**src/rtl/load_store_unit.sv**
```systemverilog
// Load/store unit: takes one RV32I load or store from the core and drives a byte-addressed data memory.
// Stores write one byte per cycle, most significant byte first at the lowest address (big-endian).
// Loads do one word read, then select the byte or half-word and sign- or zero-extend it.
// Ports: clk/rst (async active-low); request start/is_store/funct3/addr/wdata;
//        status busy/done/err/rdata; memory side mem_address/mem_data_out/mem_write/mem_read/mem_rdata.
// Latency: load done at T+2, store done at T+N+1, rejected request done at T+1 (T = acceptance cycle).
// Backpressure: start is sampled only while idle; busy is high whenever a request is in flight.
// Optional: define LSU_MISALIGN_TRAP_EN to reject misaligned half/word accesses with err.
module load_store_unit #(
  parameter int MEM_BYTES = 512,
  parameter int AW        = 32
) (
  input  logic          clk,
  input  logic          rst,
  input  logic          start,
  input  logic          is_store,
  input  logic [2:0]    funct3,
  input  logic [AW-1:0] addr,
  input  logic [31:0]   wdata,
  output logic          busy,
  output logic          done,
  output logic          err,
  output logic [31:0]   rdata,
  output logic [AW-1:0] mem_address,
  output logic [31:0]   mem_data_out,
  output logic          mem_write,
  output logic          mem_read,
  input  logic [31:0]   mem_rdata
);

  typedef enum logic [1:0] {IDLE, RD, WR, FIN} state_t;

  state_t        state_q, state_d;
  logic [2:0]    funct3_q, funct3_d;
  logic [AW-1:0] addr_q, addr_d;
  logic [31:0]   wdata_q, wdata_d;
  logic [2:0]    size_q, size_d;
  logic [1:0]    cnt_q, cnt_d;
  logic          err_q, err_d;
  logic [31:0]   rdata_q, rdata_d;

  // Request decode, only meaningful while idle.
  logic [2:0]  req_size;
  logic        req_legal;
  logic [AW:0] req_last;
  logic        req_range_err;
  logic        req_misalign;
  logic        req_err;

  always_comb begin
    case (funct3[1:0])
      2'b01:   req_size = 3'd2;
      2'b10:   req_size = 3'd4;
      default: req_size = 3'd1;
    endcase
    if (is_store) req_legal = (funct3 == 3'b000) || (funct3 == 3'b001) || (funct3 == 3'b010);
    else          req_legal = (funct3 == 3'b000) || (funct3 == 3'b001) || (funct3 == 3'b010) ||
                              (funct3 == 3'b100) || (funct3 == 3'b101);
    // One extra bit so an access running past the top of the address space cannot wrap back into range.
    req_last      = {1'b0, addr} + (AW+1)'(req_size) - (AW+1)'(1);
    req_range_err = req_last >= (AW+1)'(MEM_BYTES);
`ifdef LSU_MISALIGN_TRAP_EN
    req_misalign  = ((req_size == 3'd2) && addr[0]) || ((req_size == 3'd4) && (addr[1:0] != 2'b00));
`else
    req_misalign  = 1'b0;
`endif
    req_err = !req_legal || req_range_err || req_misalign;
  end

  // Byte lane for the current store beat: wdata byte (N-1-c), so the MSB goes out first.
  logic [1:0] wr_lane;
  logic [7:0] wr_byte;
  assign wr_lane = 2'(size_q - 3'd1 - {1'b0, cnt_q});
  assign wr_byte = wdata_q[{wr_lane, 3'b000} +: 8];

  always_comb begin
    state_d      = state_q;
    funct3_d     = funct3_q;
    addr_d       = addr_q;
    wdata_d      = wdata_q;
    size_d       = size_q;
    cnt_d        = cnt_q;
    err_d        = err_q;
    rdata_d      = rdata_q;
    done         = 1'b0;
    err          = 1'b0;
    mem_address  = '0;
    mem_data_out = '0;
    mem_write    = 1'b0;
    mem_read     = 1'b0;
    case (state_q)
      IDLE: begin
        if (start) begin
          funct3_d = funct3;
          addr_d   = addr;
          wdata_d  = wdata;
          size_d   = req_size;
          cnt_d    = 2'd0;
          err_d    = req_err;
          if (req_err)       state_d = FIN;
          else if (is_store) state_d = WR;
          else               state_d = RD;
        end
      end
      RD: begin
        mem_read    = 1'b1;
        mem_address = addr_q;
        case (funct3_q)
          3'b000:  rdata_d = {{24{mem_rdata[31]}}, mem_rdata[31:24]};
          3'b100:  rdata_d = {24'd0, mem_rdata[31:24]};
          3'b001:  rdata_d = {{16{mem_rdata[31]}}, mem_rdata[31:16]};
          3'b101:  rdata_d = {16'd0, mem_rdata[31:16]};
          default: rdata_d = mem_rdata;
        endcase
        state_d = FIN;
      end
      WR: begin
        mem_write    = 1'b1;
        mem_address  = addr_q + AW'(cnt_q);
        mem_data_out = {24'd0, wr_byte};
        if (cnt_q == 2'(size_q - 3'd1)) begin
          cnt_d   = 2'd0;
          state_d = FIN;
        end else begin
          cnt_d = cnt_q + 2'd1;
        end
      end
      default: begin // FIN
        done    = 1'b1;
        err     = err_q;
        state_d = IDLE;
      end
    endcase
  end

  assign busy  = (state_q != IDLE);
  assign rdata = rdata_q;

  // Strobes are decoded from state_q, so an asynchronous reset drops mem_write immediately.
  always_ff @(posedge clk or negedge rst) begin
    if (!rst) begin
      state_q  <= IDLE;
      funct3_q <= '0;
      addr_q   <= '0;
      wdata_q  <= '0;
      size_q   <= '0;
      cnt_q    <= '0;
      err_q    <= 1'b0;
      rdata_q  <= '0;
    end else begin
      state_q  <= state_d;
      funct3_q <= funct3_d;
      addr_q   <= addr_d;
      wdata_q  <= wdata_d;
      size_q   <= size_d;
      cnt_q    <= cnt_d;
      err_q    <= err_d;
      rdata_q  <= rdata_d;
    end
  end

endmodule

```
**config.mk**
```make
export PLATFORM = sky130hd
export DESIGN_NAME = load_store_unit
export DESIGN_NICKNAME = d
export VERILOG_FILES = /design/src/rtl/load_store_unit.sv
export SDC_FILE = /design/constraint.sdc
export NUM_CORES = 1
export LEC_CHECK = 0
export CAP_MARGIN = 20
export CORE_ASPECT_RATIO = 1.75
export CORE_MARGIN = 8
export CORE_UTILIZATION = 38
export DETAILED_ROUTE_END_ITERATION = 7
export HOLD_SLACK_MARGIN = 0.02
export PLACE_DENSITY = 0.67
export SYNTH_ARGS = -nofsm -noshare
export SYNTH_HDL_FRONTEND = slang
export SYNTH_SLANG_ARGS = --single-unit
export TNS_END_PERCENT = 5
```
**constraint.sdc**
```tcl
create_clock -name clk -period 2.8 [get_ports clk]
set_input_delay 0.7 -clock clk [delete_from_list [all_inputs] [get_ports clk]]
set_output_delay 0.7 -clock clk [all_outputs]
set_load 0.01 [all_outputs]
```
Word-level counts from Yosys, hierarchy flattened
Index checks and enable logic that the tools add are counted.
{"block": "totals", "elab_cells": 62, "in_bits": 103, "reg_bits": 106, "out_inout_bits": 101}
{"block": "classes", "n_reduce_logical": 15, "magnitude_cmp": 1, "eq_ne": 14, "muxes": 17, "shifts": 1, "n_addsub": 6}
{"operator": "$pmux W32 S4", "count": 1}
{"operator": "$pmux W32 S2", "count": 1}
{"operator": "$add A32 B3 Y33", "count": 1}
{"operator": "$ge A33 B10 Y1 const B", "count": 1}
{"operator": "$sub A33 B1 Y33 const B", "count": 1}
{"operator": "$add A32 B2 Y32", "count": 1}
{"operator": "$shiftx A32 B6 Y8", "count": 1}
{"operator": "$eq A3 B3 Y1 const B", "count": 4}
{"operator": "$mux W2", "count": 6}
{"operator": "$mux W8", "count": 1}
{"operator": "$eq A3 B1 Y1 const B", "count": 2}
{"operator": "$logic_not A3 Y1", "count": 2}
{"operator": "$pmux W2 S3", "count": 1}
{"operator": "$pmux W3 S2", "count": 1}
{"operator": "$reduce_and A2 Y1", "count": 3}
{"operator": "$logic_or A1 B1 Y1", "count": 5}
{"operator": "$mux W1", "count": 5}
{"operator": "$eq A2 B1 Y1 const B", "count": 2}
{"operator": "$eq A2 B2 Y1 const B", "count": 2}
{"operator": "$ne A2 B2 Y1 const B", "count": 2}
{"operator": "$pmux W2 S2", "count": 1}
{"operator": "$reduce_bool A2 Y1", "count": 2}
{"operator": "$eq A3 B2 Y1 const B", "count": 1}
{"operator": "$reduce_or A3 Y1", "count": 1}
{"operator": "other kinds (6)", "count": 6}

Logic depth before layout (Yosys ltp)
{"block": "depth", "word_depth": 11, "ltp_mapped": 18, "mapped_depth_nobuf": 18}

Worst setup path after synthesis
OpenSTA, ideal clock, no wires.
{"block": "synth_timing", "kind": "in2reg", "from": "in funct3[1]", "to": "reg err_q", "path_slack_ps": -1212, "t_required_ps": 2664, "n_path_buf": 0, "path_stages": 18, "arrival_time_ps": 3876, "setup_time_ps": 136, "path_cell_list": "inv_1 -> ha_1 -> inv_1 -> ha_1 -> inv_1 -> ha_1 -> inv_1 -> fa_1 -> nand2b_1 -> a21oi_2 -> o22ai_1 -> a2111oi_0 -> a21oi_1 -> or4_1 -> nor4_1 -> nand4_1 -> nor4_2 -> a21oi_1"}
{"block": "synth_between", "elab_cells_between_ends": 18, "cone_classes": "add/sub (2); order compare (1); eq/ne (6); mux (2); reduce/logical (7)"}
{"element": "start, declared", "line": "17", "source": "input logic [2:0] funct3,"}
{"element": "$eq A2 B2 Y1 or $eq A2 B1 Y1 (tied branches)", "line": "51", "source": "case (funct3[1:0])"}
{"element": "$pmux W3 S2 *", "line": "51"}
{"element": "net req_size[1]", "line": "43", "source": "logic [2:0] req_size;"}
{"element": "$add A32 B3 Y33 *", "line": "60", "source": "req_last = {1'b0, addr} + (AW+1)'(req_size) - (AW+1)'(1);"}
{"element": "$sub A33 B1 Y33 *", "line": "60"}
{"element": "$ge A33 B10 Y1 *", "line": "61", "source": "req_range_err = req_last >= (AW+1)'(MEM_BYTES);"}
{"element": "$logic_or A1 B1 Y1 *", "line": "67", "source": "req_err = !req_legal || req_range_err || req_misalign;"}
{"element": "end signal, assigned", "line": "157", "source": "err_q <= err_d;"}
{"element": "end, declared", "line": "39", "source": "logic err_q, err_d;"}
The timed path passes the listed nets; every way through them passes the cells marked *.
A chain may end at the register's enable or synchronous reset.

Worst setup path after layout
{"block": "layout_timing", "from": "in funct3[0]", "to": "reg state_q[0]"}
{"block": "layout_between", "elab_chain_cells": 11, "elab_cells_between_ends": 21, "cone_classes": "add/sub (2); order compare (1); eq/ne (6); mux (5); reduce/logical (7)"}
{"element": "branches (longest 7 deep; another with $add A32 B3 Y33)"}
{"element": "$logic_or A1 B1 Y1 *", "line": "67"}
{"element": "$mux W2 *", "line": "100", "source": "if (req_err) state_d = FIN;"}
{"element": "$mux W2 *", "line": "93", "source": "if (start) begin"}
{"element": "$pmux W2 S3 *", "line": "91", "source": "case (state_q)"}
{"element": "end signal, assigned", "line": "151", "source": "state_q <= state_d;"}
{"element": "end, declared", "line": "33", "source": "state_t state_q, state_d;"}
Every way passes the cells marked *. The select of a mux whose other input is x is not followed.

==> flow_summary.json <==
{
  "synth_area_leader_cell": "dfrtp_1",
  "cts.path.max_buffers": 2,
  "reg2reg_to": "state_q[0]",
  "cts_tree": "built",
  "synth_common_cells": "106 x dfrtp_1, 103 x nand2_1, 65 x inv_1, 61 x o21ai_0, 55 x a21oi_1",
  "final_cell_area_mm2": 0.01163,
  "crit_path_max_incr_delay_ps": 550,
  "drt_iter0_drc": 338,
  "crit_cells": 18,
  "syn_inst": 872,
  "post_drt_via_cell_ratio": 5.085,
  "synth_top_area_share_pct": 34.47,
  "hold_buffers": 0,
  "hold_viol_final": 0,
  "die-area_mm2": 0.02524,
  "crit_family": "simple AND/OR/NAND/NOR gates",
  "grt-ovfl-total": 0,
  "synth-edff-count": 0,
  "start_util_pct": 38.25,
  "ys_types": 62,
  "synth_ff_type": "dfrtp_1",
  "ys_async_sr_fraction_pct": 100.0,
  "yosys_warnings": 0,
  "core_mm2": 0.02012,
  "synth-compound-area-share_pct": 18.44,
  "finalCritPeriodShare_pct": 130.0,
  "p_leak_uw": 0.005301,
  "cp_slowest_cell": "or4_4",
  "fmax_ghz": 0.2748,
  "drc_errors": 0,
  "worst_slew_pin_slew_ps": 698.6,
  "synthAdderAreaFrac_pct": 8.000,
  "seq_area_frac_synth_pct": 34.47,
  "clock_skew_ps": 7.103,
  "pwr-share-clk_pct": 12.8,
  "antenna_found_initial": 0,
  "final_nets": 1362,
  "h-tree-depth": 3,
  "dpl.hpwl_mm": 19.94,
  "pwr-share-comb_pct": 60.5,
  "drv_cap": 0,
  "worst-path-buf-inv": 5,
  "diodes": 0,
  "synth_top_family_by_area": "compound AO/OA/AOI/OAI gates",
  "globalplace.congestion": 0.8971,
  "grt_pass1_wl_mm": 40.02,
  "vdd_drop_max_v": 0.0006339,
  "r2r_slack_ps": 550,
  "swShare_pct": 39.50,
  "fin_util_pct": 57.80,
  "end_kind": "flop",
  "rows": 69,
  "synth_area_mm2": 0.007695,
  "reg2reg_from": "state_q[0]",
  "yosys.area_share.simple_pct": 15.82,
  "crit_path_max_fanout": 3,
  "insertion_delay_ps": 360,
  "drt-pass1-iter-count": 4,
  "fp.dieH_um": 204.2,
  "avgSynthCellArea_um2": 8.824,
  "path_cells": "buf_6 > inv_4 > buf_4 > ha_1 > inv_1 > ha_4 > inv_1 > ha_1 > nand3_1 > o22ai_2 > o21ai_1 > nor2b_2 > xnor2_1 > or4_4 > nor4_4 > nand4_1 > nor4_4 > a21oi_1",
  "netlist_top_cells_area": "dfrtp_1 34%, ha_1 7.5%, mux2_2 6.1%",
  "setup-violations-final": 38,
  "p_switching_uw": 4163,
  "rr_worst_depth": 9,
  "p_seq_share_pct": 26.7,
  "status": "finished with violations",
  "hp-class": "in2async",
  "startpoint": "funct3[0]",
  "io_buffers": 179,
  "syn2layout_area_growth_pct": 51.11,
  "cts_root_buf": "clkbuf_16",
  "layout.cells.non_filler": 1464,
  "dr_total_vias": 7445,
  "synth_xor_area_share_pct": 5.691,
  "dp_cells": 1435,
  "numCtsBuffers": 9,
  "violations": "negative setup slack",
  "p_per_area_mw_per_mm2": 906.5,
  "internal_power_uw": 6377,
  "endpoint": "state_q[0]",
  "required_ps": 3030,
  "placed_cell_area_mm2": 0.01102,
  "clk_pin_slew_worst_paths_ps": 80,
  "rsz0062_at_grt": "true",
  "wl_mm": 25.36,
  "wire_per_inst_um": 17.32,
  "grt_pass1_vias": 7860,
  "cp-start-kind": "primary input",
  "relSlewSlack_pct": 53.43,
  "drive_gt1_share_pct": 30.51,
  "ant_nets": 0,
  "die_x_um": 123.6,
  "slew_viol_final": 0,
  "finalWorstSetupSlack_ps": -839.0,
  "cts.sinks": 106,
  "arrival_ps": 3870,
  "grt_max_degree": 104,
  "timing.hold.ws_ps": 130.1,
  "gr-usage-all-layers_pct": 20.21,
  "ioPinCount": 204,
  "worstSetupPathType": "in2reg",
  "synth.area.mux_share_pct": 9.789,
  "synth_most_common_cell": "dfrtp_1",
  "period_minus_slack_ps": 3639,
  "synth-seq-cells": 106
}
worst min path at each step:
| stage | end | start | cells past startpoint |
|---|---|---|---|
| global route | rdata[2] | rst | 1 |
| CTS | rdata[5] | rst | 1 |
| floorplan | addr_q[0] | rst | 0 |
| detailed placement | funct3_q[1] | funct3_q[1] | 2 |
| global placement | funct3_q[1] | funct3_q[1] | 2 |
| finish | rdata[5] | rst | 1 |
power by group through the flow:
stage	logic, µW	clock network, µW	registers (µW)
6_report	6380	1350	2820
5_1_grt	6990	1460	2940
4_1_cts	6390	1390	2820
3_5_place_dp	6460	0	2820
3_3_place_gp	6370	0	2800
2_1_floorplan	3350	0	2880
state kept, by name (all words and copies together) (netlist names):
signal,flops
addr_q,32
cnt_q,2
err_q,1
funct3_q,3
rdata,32
size_q,2
state_q,2
wdata_q,32
area by class of cell:
class / instances / area (µm²)
Clock buffer: 9 / 225.2
Multi-Input combinational cell: 658 / 4903
Clock inverter: 7 / 82.58
Inverter: 65 / 259.0
Timing Repair Buffer: 371 / 3192
Sequential cell: 106 / 2655
Tap cell: 248 / 310.3
Fill cell: 1831 / 8488
repair_timing:
action / in CTS / in global routing
resized for setup: 203 / 36
endpoints found under the setup margin: 43 / 41
pin swaps: 23 / 23
cloned: 0 / 0
buffers inserted: 8 / 5
hold endpoints to repair: 0 / 0
placed cells by master (no fill, tap or decap), drive strengths merged, types with 24 or more instances in the layout:
| master | synthesis | final |
|---|---|---|
| a21oi | 58 | 58 |
| a22oi | 29 | 29 |
| buf | 37 | 224 |
| clkdlybuf4s50 | 0 | 135 |
| conb | 1 | 24 |
| dfrtp | 106 | 106 |
| ha | 46 | 46 |
| inv | 65 | 69 |
| mux2 | 42 | 42 |
| nand2 | 103 | 103 |
| nor2 | 41 | 41 |
| nor2b | 36 | 36 |
| o21ai | 67 | 67 |
| xnor2 | 36 | 36 |
worst register-to-register path: stages, from the launching register on:
cell      delay (ps)
dfrtp_1          450
inv_1            110
ha_2             220
buf_6            160
buf_4            170
a21boi_0         360
o21bai_1         310
nor3_1           140
a21oi_1          150
a21oi_1           60
cell families after synthesis:
group,after synthesis
simple gates,251
compound gates,225
buf+inv,131
flops,106
mux,60
xor+xnor,50
fa+ha+maj,48
other cells,1
per-stage QoR:
step / setup slack, ps / total power, µW / TNS (ps)
floorplan: -798.2 / 6238 / -5567
detailed placement: -1845 / 9281 / -28310
CTS: -869.2 / 10600 / -18340
finish: -839.0 / 10540 / -15900
global placement: -1764 / 9167 / -27440
global route: -985.6 / 11390 / -21540
routing by layer:
metal  up-vias  routed length (µm)  track usage [%]
met5         -                   0                0
met4         0                 840            9.252
met3        43                 805            1.743
met2       160               14380            39.03
met1      3568                9335            21.03
li1       3674                   -                -
No activity file was read; power rests on OpenSTA's default activity.
